==> config.mk <==
export PLATFORM = sky130hd
export DESIGN_NAME = core_id_ibuf_hzd
export DESIGN_NICKNAME = d
export VERILOG_FILES = /design/src/rtl/core_id_ibuf_hzd.sv
export SDC_FILE = /design/constraint.sdc
export NUM_CORES = 1
export LEC_CHECK = 0
export ABC_AREA = 1
export CORE_ASPECT_RATIO = 0.9
export CORE_MARGIN = 10
export CORE_UTILIZATION = 50
export CTS_CLUSTER_DIAMETER = 100
export DETAILED_ROUTE_END_ITERATION = 10
export GPL_TIMING_DRIVEN = 1
export PLACE_DENSITY = 0.85
export SYNTH_ARGS = -nofsm -noshare
export SYNTH_HDL_FRONTEND = slang
export SYNTH_SLANG_ARGS = --single-unit
==> constraint.sdc <==
create_clock -name clk -period 4.54 [get_ports clk]
set_input_delay 0.908 -clock clk [delete_from_list [all_inputs] [get_ports clk]]
set_output_delay 0.908 -clock clk [all_outputs]
set_load 0.01 [all_outputs]
==> src/rtl/core_id_ibuf_hzd.sv <==
// core_id_ibuf_hzd: decode-stage instruction queue with multi-producer RAW hazard hold
module core_id_ibuf_hzd #(
  parameter int PC_W    = 32,
  parameter int INST_W  = 32,
  parameter int RFIDX_W = 5,
  parameter int DEPTH   = 2,
  parameter int NPROD   = 2,
  parameter int CNT_W   = 16
) (
  input  logic                     clk,
  input  logic                     rst,
  input  logic                     valid_in,
  output logic                     ready_in,
  input  logic [PC_W-1:0]          i_pc,
  input  logic [INST_W-1:0]        i_inst,
  input  logic                     i_branch_predict,
  output logic                     valid_out,
  input  logic                     ready_out,
  output logic [PC_W-1:0]          o_pc,
  output logic [INST_W-1:0]        o_inst,
  output logic                     o_branch_predict,
  output logic [RFIDX_W-1:0]       o_rs1_idx,
  output logic [RFIDX_W-1:0]       o_rs2_idx,
  input  logic                     i_rs1_ren,
  input  logic                     i_rs2_ren,
  input  logic [NPROD*RFIDX_W-1:0] prod_rd_idx,
  input  logic [NPROD-1:0]         prod_rd_wen,
  input  logic [NPROD-1:0]         prod_busy,
  input  logic                     i_pipe_flush_req,
  output logic [$clog2(DEPTH+1)-1:0] o_count,
  output logic                     o_raw_stall,
  output logic [CNT_W-1:0]         o_stall_cnt
);
  localparam int PW = $clog2(DEPTH);
  localparam int CW = $clog2(DEPTH+1);

  logic [PC_W-1:0]   pc_q   [DEPTH];
  logic [INST_W-1:0] inst_q [DEPTH];
  logic [DEPTH-1:0]  bp_q;
  logic [PW-1:0]     wr_ptr, rd_ptr;
  logic [CW-1:0]     count;
  logic [NPROD-1:0]  hz;
  logic              push, pop;

  for (genvar k = 0; k < NPROD; k++) begin : g_hz
    logic [RFIDX_W-1:0] idx;
    assign idx   = prod_rd_idx[k*RFIDX_W +: RFIDX_W];
    assign hz[k] = prod_rd_wen[k] & prod_busy[k] & (idx != '0) &
                   ((i_rs1_ren & (idx == o_rs1_idx)) | (i_rs2_ren & (idx == o_rs2_idx)));
  end

  assign o_count          = count;
  assign ready_in         = ~rst & (count != CW'(DEPTH));
  assign push             = valid_in & ready_in & ~i_pipe_flush_req;
  assign o_raw_stall      = (count != '0) & (|hz);
  assign valid_out        = (count != '0) & ~o_raw_stall & ~i_pipe_flush_req;
  assign pop              = valid_out & ready_out;
  assign o_pc             = pc_q[rd_ptr];
  assign o_inst           = inst_q[rd_ptr];
  assign o_branch_predict = bp_q[rd_ptr];
  assign o_rs1_idx        = o_inst[19:15];
  assign o_rs2_idx        = o_inst[24:20];

  // queue storage, pointers, occupancy and saturating stall counter; flush wins over push/pop
  always_ff @(posedge clk) begin
    if (rst) begin
      count       <= '0;
      wr_ptr      <= '0;
      rd_ptr      <= '0;
      o_stall_cnt <= '0;
      bp_q        <= '0;
      for (int i = 0; i < DEPTH; i++) begin
        pc_q[i]   <= '0;
        inst_q[i] <= '0;
      end
    end else begin
      if (o_raw_stall & ~i_pipe_flush_req & ~&o_stall_cnt) o_stall_cnt <= o_stall_cnt + CNT_W'(1);
      if (i_pipe_flush_req) begin
        count  <= '0;
        wr_ptr <= '0;
        rd_ptr <= '0;
      end else begin
        if (push) begin
          pc_q[wr_ptr]   <= i_pc;
          inst_q[wr_ptr] <= i_inst;
          bp_q[wr_ptr]   <= i_branch_predict;
          wr_ptr         <= wr_ptr + PW'(1);
        end
        if (pop) rd_ptr <= rd_ptr + PW'(1);
        count <= count + CW'(push) - CW'(pop);
      end
    end
  end
endmodule

==> flow_metrics.py <==
metrics = {
    "clock_tree": {
        "clk_root_buffer_cell": "clkbuf_16",
        "insertion_delay_ns": 0.42,
        "cts_buffer_depth": 2,
        "cts_tree": "built",
        "htree_levels": 4,
        "path_clk_slew_ns": 0.06,
        "post-cts-setup-buffer-count": 0,
        "cts_resized": 0,
        "clock-sinks": 151,
        "numCtsBuffers": 17,
        "ctsHoldBuffers": 0,
    },
    "logic_synthesis": {
        "ys.flop_type": "edfxtp_1",
        "syn_inst": 858,
        "yosysMostFrequentCell": "nand2_1",
        "async_flop_share": 0,
        "ys_seq_elements": 151,
        "synth_fp_nets": 947,
        "synth_seq_area_share": 0.592,
        "yosys_warnings": 0,
        "postSynthAreaPerCell_um2": 8.47,
        "ys_top_cells_by_area": "edfxtp_1, nand2_1, nor2_1",
        "synth_area_leader_cell": "edfxtp_1",
        "synth_commonest_cells": "nand2_1, nor2_1, edfxtp_1",
        "syn_area_um2": 7270,
        "ys_types": 24,
        "yosysTopAreaCellShare": 0.529,
        "synth_edf_count": 128,
    },
    "pwr": {
        "p_switching_w": 0.000742,
        "max-vdd-ir-drop_v": 0.000246,
        "p_comb_frac": 0.099,
        "clockPowerShare": 0.429,
        "p_int_w": 0.00259,
        "swShare": 0.223,
        "power_frac_seq": 0.472,
        "p_leak_nw": 4.38,
        "powerDensity_nw_per_um2": 340,
        "power_w": 0.00333,
    },
    "floorplan": {
        "die-area_um2": 19800,
        "start_util": 0.513,
        "rows": 41,
        "die_y_um": 134,
        "chipWidth_um": 147,
        "coreArea_um2": 14200,
        "design.portCount": 182,
    },
    "detailed_routing": {
        "viasPerCell": 4.96,
        "drtIter0Drc": 456,
        "drt-pass1-iter-count": 6,
        "drc_errors": 0,
        "num_vias": 6082,
        "drt-wirelength-per-cell_um": 15.5,
        "ant_nets": 0,
        "routed_wirelength_mm": 19.0,
    },
    "finish": {
        "nFillCells": 1123,
        "drive_gt1_frac": 0.0571,
        "regArea_um2": 4310,
        "nNetsFinal": 1110,
        "multi_input_comb_area_um2": 2320,
        "stdcell_count": 1227,
        "area_delta_synth_final_pct": 34.8,
        "antennaDiodeCount": 0,
    },
    "worst_hold_path": {
        "hp-class": "reg -> reg",
        "holdCritStartpoint": "o_stall_cnt[5]",
    },
    "sta": {
        "finalSetupViolCount": 0,
        "fmax_mhz": 273,
        "slew_headroom": 0.485,
        "hold_viol_final": 0,
        "period_needed_ns": 3.67,
        "slew_violations": 0,
        "grt_setup_unrepaired": "false",
        "period_share": 0.808,
        "skew_ns": 0.0142,
        "setup_tns_ns": 0,
        "worst_pin_slew_ns": 0.772,
    },
    "global_route": {
        "grt_max_degree": 66,
        "grt_pass1_vias": 6041,
        "antenna_found_initial": 1,
        "grt-ovfl-total": 0,
        "grt_pass1_wl_mm": 30.5,
        "gr-usage-all-layers": 0.192,
    },
    "run": {
        "drv_cap": 0,
    },
    "setup_path": {
        "cp_max_fo": 3,
        "required_ns": 3.63,
        "r2r_slack_ns": 1.87,
        "critPathKind": "in -> out",
        "start_kind": "input port",
        "end_kind": "primary output",
        "crit_start": "prod_rd_idx[6]",
        "cp.arrival_ns": 2.76,
    },
    "placement": {
        "gp_congestion": 0.886,
        "portBuffers": 181,
        "placed_cells": 1195,
        "detailed_place_hpwl_mm": 13.1,
    },
    "run_status": {
        "outcome": "completed",
    },
}
-- stage by stage --
step | hold WS [ns] | setup WS (ns) | utilization | instance area (um^2)
2_1_floorplan | 0.476 | 0.722 | - | 7270
3_3_place_gp | 0.488 | 0.906 | 0.649 | 9190
3_5_place_dp | 0.498 | 0.905 | 0.649 | 9190
4_1_cts | 0.510 | 0.883 | 0.692 | 9790
5_1_grt | 0.531 | 0.665 | 0.692 | 9790
6_report | 0.509 | 0.872 | 0.692 | 9790
-- sequential cells by signal, indices dropped and copies added (netlist names), named ones only --
signal	cells
wr_ptr	1
o_stall_cnt	16
o_count	2
inst_q	64
rd_ptr	1
pc_q	64
bp_q	2
-- cells by family (layout without fill, tap and decap cells) --
kind of cell,Yosys count,in the layout,synth area share
adders and majority gates,3,3,0.00517
xor gates and xnor gates,11,11,0.0133
buffers and inverters,159,335,0.0911
and+or+nand+nor,516,516,0.285
DFF,151,151,0.592
AOI/OAI and AO/OA,18,18,0.0131
-- cell usage in the layout, fill, tap and decap left out, drive strengths merged --
cell type        n
o21ai            3
nand4           20
nand3           36
bufinv           3
edfxtp         128
buf              9
a21oi           13
nor2           173
clkinvlp         4
xnor2            4
ha               3
o211ai           2
clkdlybuf4s50  181
inv            116
clkinv           4
clkbuf          18
nor3             4
nand2          282
or2              1
dfxtp           23
xor2             7
-- power by group through the flow --
| stage | logic, W | clock network (W) | registers (W) |
|---|---|---|---|
| after floorplan | 0.000140 | 0 | 0.00160 |
| after global placement | 0.000326 | 0 | 0.00160 |
| after detailed placement | 0.000330 | 0 | 0.00160 |
| after CTS | 0.000333 | 0.00145 | 0.00157 |
| after global routing | 0.000360 | 0.00151 | 0.00158 |
| final | 0.000330 | 0.00143 | 0.00157 |
-- critical path, cell delays in order --
cell and delay, ns:
clkdlybuf4s50_1 0.52, inv_1 0.09, nand2_1 0.07, nand2_1 0.05, nor2_1 0.09, nand3_1 0.07, nand2_1 0.10, nand2_2 0.09
a21oi_1 0.19, clkdlybuf4s50_1 0.57
-- layout make-up --
class / instances / share of cell area
multi-input combinational: 548 / 0.236
clock inverter: 14 / 0.0178
clock buffer: 18 / 0.0438
inverter: 113 / 0.0433
sequential: 151 / 0.440
timing repair buffer: 190 / 0.194
tap: 193 / 0.0247
-- layer usage --
metal	vias up	share of wire	track usage
met3	24	0.080	0.0636
li1	3002	-	-
met1	2826	0.41	0.228
met4	2	0.014	0.0622
met5	-	0.00053	0
met2	228	0.49	0.324
-- final timing paths --
path | depth (start not counted) | endpoint
worst max-delay path | 10 | o_raw_stall
worst min-delay path | 2 | o_stall_cnt[5]
worst max register to register | 16 | o_count[1]
worst min register to register | 2 | o_stall_cnt[5]
Power figures use the tool's default switching activity.
